<file path="src/rtl/warpv_reset_ctrl.sv">
`default_nettype none
// ============================================================================
// Module  : warpv_reset_ctrl
// Brief   : Per-tile WarpV reset sequencer (POR / SW / WDT, quiesce, staged release)
// Revision: 1.0
// ============================================================================
module warpv_reset_ctrl #(
  parameter int HOLD_CYCLES    = 16,
  parameter int RELEASE_STAGES = 4,
  parameter int DRAIN_TIMEOUT  = 256,
  parameter int CNT_W          = 9
) (
  input  logic       gclk,
  input  logic       rst_n,
  input  logic       sw_rst_req,
  input  logic       wdt_expire,
  input  logic       core_idle,
  output logic       core_rst_n,
  output logic       quiesce_req,
  output logic       rst_busy,
  output logic       rst_done,
  output logic [1:0] rst_cause,
  output logic       drain_timeout
);

  localparam logic [1:0] c_ST_HOLD    = 2'd0;
  localparam logic [1:0] c_ST_RELEASE = 2'd1;
  localparam logic [1:0] c_ST_RUN     = 2'd2;
  localparam logic [1:0] c_ST_QUIESCE = 2'd3;

  localparam logic [1:0] c_CAUSE_SW  = 2'd1;
  localparam logic [1:0] c_CAUSE_WDT = 2'd2;

  localparam logic [CNT_W-1:0] c_HOLD_LAST  = CNT_W'(HOLD_CYCLES - 1);
  localparam logic [CNT_W-1:0] c_REL_LAST   = CNT_W'(RELEASE_STAGES - 1);
  localparam logic [CNT_W-1:0] c_DRAIN_LAST = CNT_W'(DRAIN_TIMEOUT - 1);
  localparam logic [CNT_W-1:0] c_CNT_ONE    = CNT_W'(1);

  logic [1:0]       r_sync;
  logic [1:0]       r_state;
  logic [CNT_W-1:0] r_cnt;

  logic             w_rst_sync;
  logic [1:0]       w_state_nxt;
  logic [CNT_W-1:0] w_cnt_nxt;
  logic [1:0]       w_cause_nxt;
  logic             w_dto_nxt;

  assign w_rst_sync = r_sync[1];

  always_ff @(posedge gclk or negedge rst_n) begin
    if (!rst_n) begin
      r_sync <= 2'b00;
    end else begin
      r_sync <= {r_sync[0], 1'b1};
    end
  end

  always_comb begin
    w_state_nxt = r_state;
    w_cnt_nxt   = r_cnt;
    w_cause_nxt = rst_cause;
    w_dto_nxt   = drain_timeout;
    case (r_state)
      c_ST_HOLD: begin
        if (!w_rst_sync) begin
          w_cnt_nxt = '0;
        end else if (r_cnt == c_HOLD_LAST) begin
          w_state_nxt = c_ST_RELEASE;
          w_cnt_nxt   = '0;
        end else begin
          w_cnt_nxt = r_cnt + c_CNT_ONE;
        end
      end
      c_ST_RELEASE: begin
        if (r_cnt == c_REL_LAST) begin
          w_state_nxt = c_ST_RUN;
          w_cnt_nxt   = '0;
        end else begin
          w_cnt_nxt = r_cnt + c_CNT_ONE;
        end
      end
      c_ST_RUN: begin
        w_cnt_nxt = '0;
        if (wdt_expire || sw_rst_req) begin
          w_state_nxt = c_ST_QUIESCE;
          w_dto_nxt   = 1'b0;
          w_cause_nxt = wdt_expire ? c_CAUSE_WDT : c_CAUSE_SW;
        end
      end
      c_ST_QUIESCE: begin
        // A drained core takes precedence over a coincident timeout.
        if (core_idle) begin
          w_state_nxt = c_ST_HOLD;
          w_cnt_nxt   = '0;
        end else if (r_cnt == c_DRAIN_LAST) begin
          w_state_nxt = c_ST_HOLD;
          w_cnt_nxt   = '0;
          w_dto_nxt   = 1'b1;
        end else begin
          w_cnt_nxt = r_cnt + c_CNT_ONE;
        end
      end
      default: begin
        w_state_nxt = c_ST_HOLD;
        w_cnt_nxt   = '0;
      end
    endcase
  end

  // Outputs are decoded from the next state so every port is a plain flop.
  always_ff @(posedge gclk or negedge rst_n) begin
    if (!rst_n) begin
      r_state       <= c_ST_HOLD;
      r_cnt         <= '0;
      core_rst_n    <= 1'b0;
      quiesce_req   <= 1'b0;
      rst_busy      <= 1'b1;
      rst_done      <= 1'b0;
      rst_cause     <= 2'd0;
      drain_timeout <= 1'b0;
    end else begin
      r_state       <= w_state_nxt;
      r_cnt         <= w_cnt_nxt;
      core_rst_n    <= (w_state_nxt == c_ST_RUN) || (w_state_nxt == c_ST_QUIESCE);
      quiesce_req   <= (w_state_nxt == c_ST_QUIESCE);
      rst_busy      <= (w_state_nxt != c_ST_RUN);
      rst_done      <= (w_state_nxt == c_ST_RUN) && (r_state != c_ST_RUN);
      rst_cause     <= w_cause_nxt;
      drain_timeout <= w_dto_nxt;
    end
  end

endmodule
`default_nettype wire

</file>
<file path="config.mk">
export PLATFORM = sky130hd
export DESIGN_NAME = warpv_reset_ctrl
export DESIGN_NICKNAME = d
export VERILOG_FILES = /design/src/rtl/warpv_reset_ctrl.sv
export SDC_FILE = /design/constraint.sdc
export NUM_CORES = 1
export LEC_CHECK = 0
export BUFFER_PORTS_ARGS = -buffer_cell sky130_fd_sc_hd__buf_2
export CAP_MARGIN = 20
export CORE_MARGIN = 2
export CORE_UTILIZATION = 53
export CTS_CLUSTER_SIZE = 24
export DETAILED_ROUTE_END_ITERATION = 6
export HOLD_SLACK_MARGIN = 0.08
export PLACE_DENSITY = 0.8
export SYNTH_ARGS = -nofsm -noshare
export SYNTH_HDL_FRONTEND = slang
export SYNTH_SLANG_ARGS = --single-unit
export TNS_END_PERCENT = 10
</file>
<file path="constraint.sdc">
create_clock -name gclk -period 2 [get_ports gclk]
set_clock_uncertainty 0.05 [all_clocks]
set_input_delay 0.4 -clock gclk [delete_from_list [all_inputs] [get_ports gclk]]
set_output_delay 0.4 -clock gclk [all_outputs]
set_load 0.03 [all_outputs]
</file>
# After elaboration in Yosys (flattened, before gate mapping)
# Index checks and enable logic that the tools add are counted.
# classes
mux	18
reduce_logical	7
n_eq_ne	13
add_sub_neg	1
# op_table
op	count
2-to-1 mux 9 bit	5
case mux 9 bit (4 select lines)	1
2-to-1 mux 2 bit	7
!= test 2 bit, second input constant	5
adder 9 x 1 -> 9 bit, second input constant	1
equality test 9 x 2 -> 1 bit, second input constant	1
equality test 9 x 4 -> 1 bit, second input constant	1
equality test 9 x 8 -> 1 bit, second input constant	1
equality test 2 bit, second input constant	4
case mux 2 bit (4 select lines)	1
AND reduction 4 bit	1
2-to-1 mux 1 bit	3
equality test 2 x 1 -> 1 bit, second input constant	1
logical NOT 2 bit	1
logical OR 1 bit	2
case mux 1 bit (2 select lines)	1
AND reduction 2 bit	1
nonzero test 2 bit	1
logical AND 1 bit	1
# totals
reg_bits	20
output_inout_bits	7
wordCells	48

# Logic depth before layout (Yosys ltp)
# depth
depth_word	6
depth_mapped	9
ltp_nobuf	9

# Least setup slack after synthesis
# No wires, ideal clock.
# synth_timing
kind	register to register
start	register r_cnt[0]
end	register r_cnt[2]
stages_incl_launch_ff	10
setup_ns	0.120
t_arrival_ns	1.637
path_slack_ns	0.193
path_cell_list	dfrtp_1 -> ha_1 -> nand3_1 -> nor2_1 -> nand3_1 -> inv_1 -> ha_1 -> or2_1 -> o221a_4 -> nor2_2
# synth_between
elab_chain_len	4
# synth_lines
item	line_no	source
start, declared	41	logic [CNT_W-1:0] r_cnt;
start signal, assigned	124	r_cnt <= w_cnt_nxt;
adder 9 x 1 -> 9 bit, or another cell as far along	72, 80, 101	
2-to-1 mux 9 bit, on equally long branches	96, 68	
2-to-1 mux 9 bit, on equally long branches	93, 66	
case mux 9 bit (4 select lines) (*)	64	case (r_state)
via w_cnt_nxt[2]	45	logic [CNT_W-1:0] w_cnt_nxt;
# Mark *: on every way through the listed nets, which the timed path passes. The rest lies on a longest branch.
# A chain may end at the register's enable or synchronous reset.

# Worst setup path after layout
# layout_timing
start	register r_cnt[0]
end	register r_cnt[4]
# Same word-level chain as after synthesis.

==> flow_summary.json <==
{
  "endpoint": "r_cnt[4]",
  "path_max_fanout": 8,
  "grt_pass1_vias": 623,
  "startpoint": "r_cnt[0]",
  "synth_nets": 95,
  "grt_max_degree": 20,
  "syn_area_per_cell_um2": 10.7,
  "routed_wl_mm": 1.57,
  "root_buffer": "clkbuf_4",
  "fin_nets": 114,
  "avgRoutedWirePerCell_um": 12.9,
  "path_class": "reg -> reg",
  "grt_usage": 0.190,
  "synthesis.area_um2": 927,
  "ys.flop_type": "dfrtp_1",
  "ys_seq_elements": 19,
  "min-delay-start": "wdt_expire",
  "cts-htree-levels": 1,
  "mostFrequentLayoutCell": "dfrtp_1",
  "peakVddDrop_mv": 0.892,
  "firstDrtPassIters": 4,
  "die_h_um": 45.8,
  "coreArea_um2": 1690,
  "crit_arrival_ns": 2.06,
  "n_fill_cell": 140,
  "synth_edf_count": 0,
  "cts-buffers-inserted": 3,
  "max_freq_mhz": 534,
  "numClockSinks": 19,
  "portBuffers": 11,
  "avgViaCountPerCell": 5.53,
  "yosysTopAreaCell": "dfrtp_1",
  "ys_types": 35,
  "vias": 675,
  "antenna_found_initial": 0,
  "r2r_cells": 9,
  "die-area_um2": 2100,
  "cts_tree": "yes",
  "drc": 0,
  "finalSetupViolations": 0,
  "cap_violations": 0,
  "grt_pass1_wl_mm": 2.79,
  "synth_cells": 87,
  "rows": 15,
  "drtIter0Drc": 13,
  "ys_seq_area_frac": 0.514,
  "finalCritPeriodShare": 0.937,
  "p_leak_uw": 0.000514,
  "syn2layout_area_growth_pct": 14.8,
  "powerDensity_nw_per_um2": 1280,
  "antenna_cells": 0,
  "ios": 12,
  "design_power_total_uw": 1360,
  "place_area_um2": 1020,
  "fin_area_um2": 1060,
  "clock_latency_ns": 0.29,
  "async_flop_share": 1.00,
  "status": "finished, final reports clean",
  "routabilityCongestion": 0.852,
  "start_util": 0.549,
  "die_w_um": 45.8,
  "worstSetupStartpointType": "flop",
  "hold_viol": 0,
  "crit_path_end_kind": "flop",
  "hpwl_mm": 1.18,
  "hold_class": "in -> reg",
  "cts.path.max_buffers": 2,
  "utilization": 0.630,
  "worstReg2RegStart": "r_cnt[0]",
  "yosysWarnings": 0,
  "slew_violations": 0,
  "finalCriticalPeriod_ns": 1.87,
  "r2r-end": "r_cnt[4]",
  "clkSlewWorstSetupHoldPaths_ns": 0.10,
  "synthTopCellsByArea": "dfrtp_1 49%, nor2_2 4.7%, ha_1 4.0%, xor2_1 3.8%, dfstp_2 2.8%",
  "mostFrequentLayoutCells": "18 x dfrtp_1, 11 x buf_2, 8 x nor2_2",
  "required_ns": 2.18,
  "yosys.area.top_type_share": 0.486,
  "drive_gt1_frac": 0.314,
  "drtAntennaViolNets": 0,
  "globalRouteOverflowTotal": 0,
  "rrSetupSlack_ns": 0.13
}
[per-stage QoR]
stage	cells	hold WS [ns]	TNS (ns)	setup WS, ns
after global placement	116	0.282	0	0.170
after detailed placement	116	0.290	0	0.0767
after CTS	121	0.262	0	0.0541
after global routing	122	0.267	-0.000332	-0.000332
after floorplan	87	0.0544	0	0.193
final	122	0.269	0	0.126
[metal layers]
metal | share of wire | vias to the layer above | track usage | wire length, um
met5 | 0 | - | 0 | 0
met4 | 0.028 | 0 | 0.103 | 44
met3 | 0.024 | 5 | 0.0238 | 37
met2 | 0.46 | 11 | 0.282 | 726
met1 | 0.49 | 323 | 0.268 | 764
li1 | - | 336 | - | -
[worst min-delay path by stage]
stage                               to  slack [ns]  cells after the start
after global placement       r_sync[1]        0.28                      0
after CTS                 rst_cause[0]        0.26                      2
final                     rst_cause[0]        0.27                      2
after detailed placement     r_sync[1]        0.29                      0
after floorplan             core_rst_n        0.05                      0
after global routing      rst_cause[0]        0.27                      2
[power by group]
part / internal, uW / total (uW) / switching, uW
clock: 77.7 / 188 / 111
sequential: 482 / 567 / 85.1
combinational: 264 / 607 / 343
[worst max-delay path: stages (launching register included)]
cell and delay (ns):
dfrtp_1 0.43, ha_1 0.23, nand3_1 0.13, nor2_2 0.06, nand3_1 0.11, inv_1 0.05, ha_1 0.20, or2_4 0.27
o221a_4 0.17, nor2_2 0.12
[synthesized netlist by cell type, types with 2 or more instances]
master     n
ha_1       3
a31oi_1    2
xor2_1     4
o21ai_0    2
inv_1      4
nand2_1    5
nor2_1     7
buf_2      2
a21oi_1    5
nor2_2     7
nand3_1    3
xnor2_1    2
o21bai_1   2
dfrtp_1   18
[kinds of logic (layout without fill, tap and decap cells)]
group / Yosys count / in the layout / share of synthesized area
adders and majority gates: 3 / 3 / 0.0405
and+or+nand+nor: 35 / 35 / 0.224
other: 1 / 1 / 0.00404
DFF: 19 / 19 / 0.514
AOI/OAI and AO/OA: 17 / 17 / 0.134
xor gates and xnor gates: 6 / 6 / 0.0567
buffers and inverters: 6 / 24 / 0.0270
[layout make-up]
type / instances / area, um^2 / area share
sequential: 19 / 477 / 0.448
multi-input combinational: 62 / 430 / 0.404
timing repair buffer: 16 / 95.1 / 0.0893
clock buffer: 4 / 26.3 / 0.0247
tap: 17 / 21.3 / 0.0200
inverter: 4 / 15.0 / 0.0141
[sequential cells by signal, indices dropped and copies added (netlist names)]
| name | flops |
|---|---|
| r_state | 1 |
| rst_done | 1 |
| r_cnt | 9 |
| rst_busy | 1 |
| drain_timeout | 1 |
| rst_cause | 2 |
| core_rst_n | 1 |
| quiesce_req | 1 |
| r_sync | 2 |
[timing repair]
item / CTS / global route
setup endpoints to repair: 0 / 8
hold buffers: 1 / 0
buffers inserted: 0 / 1
hold endpoints to repair: 18 / 0
resized for setup: 0 / 2
Note: power is estimated with default switching activity, not from simulation.
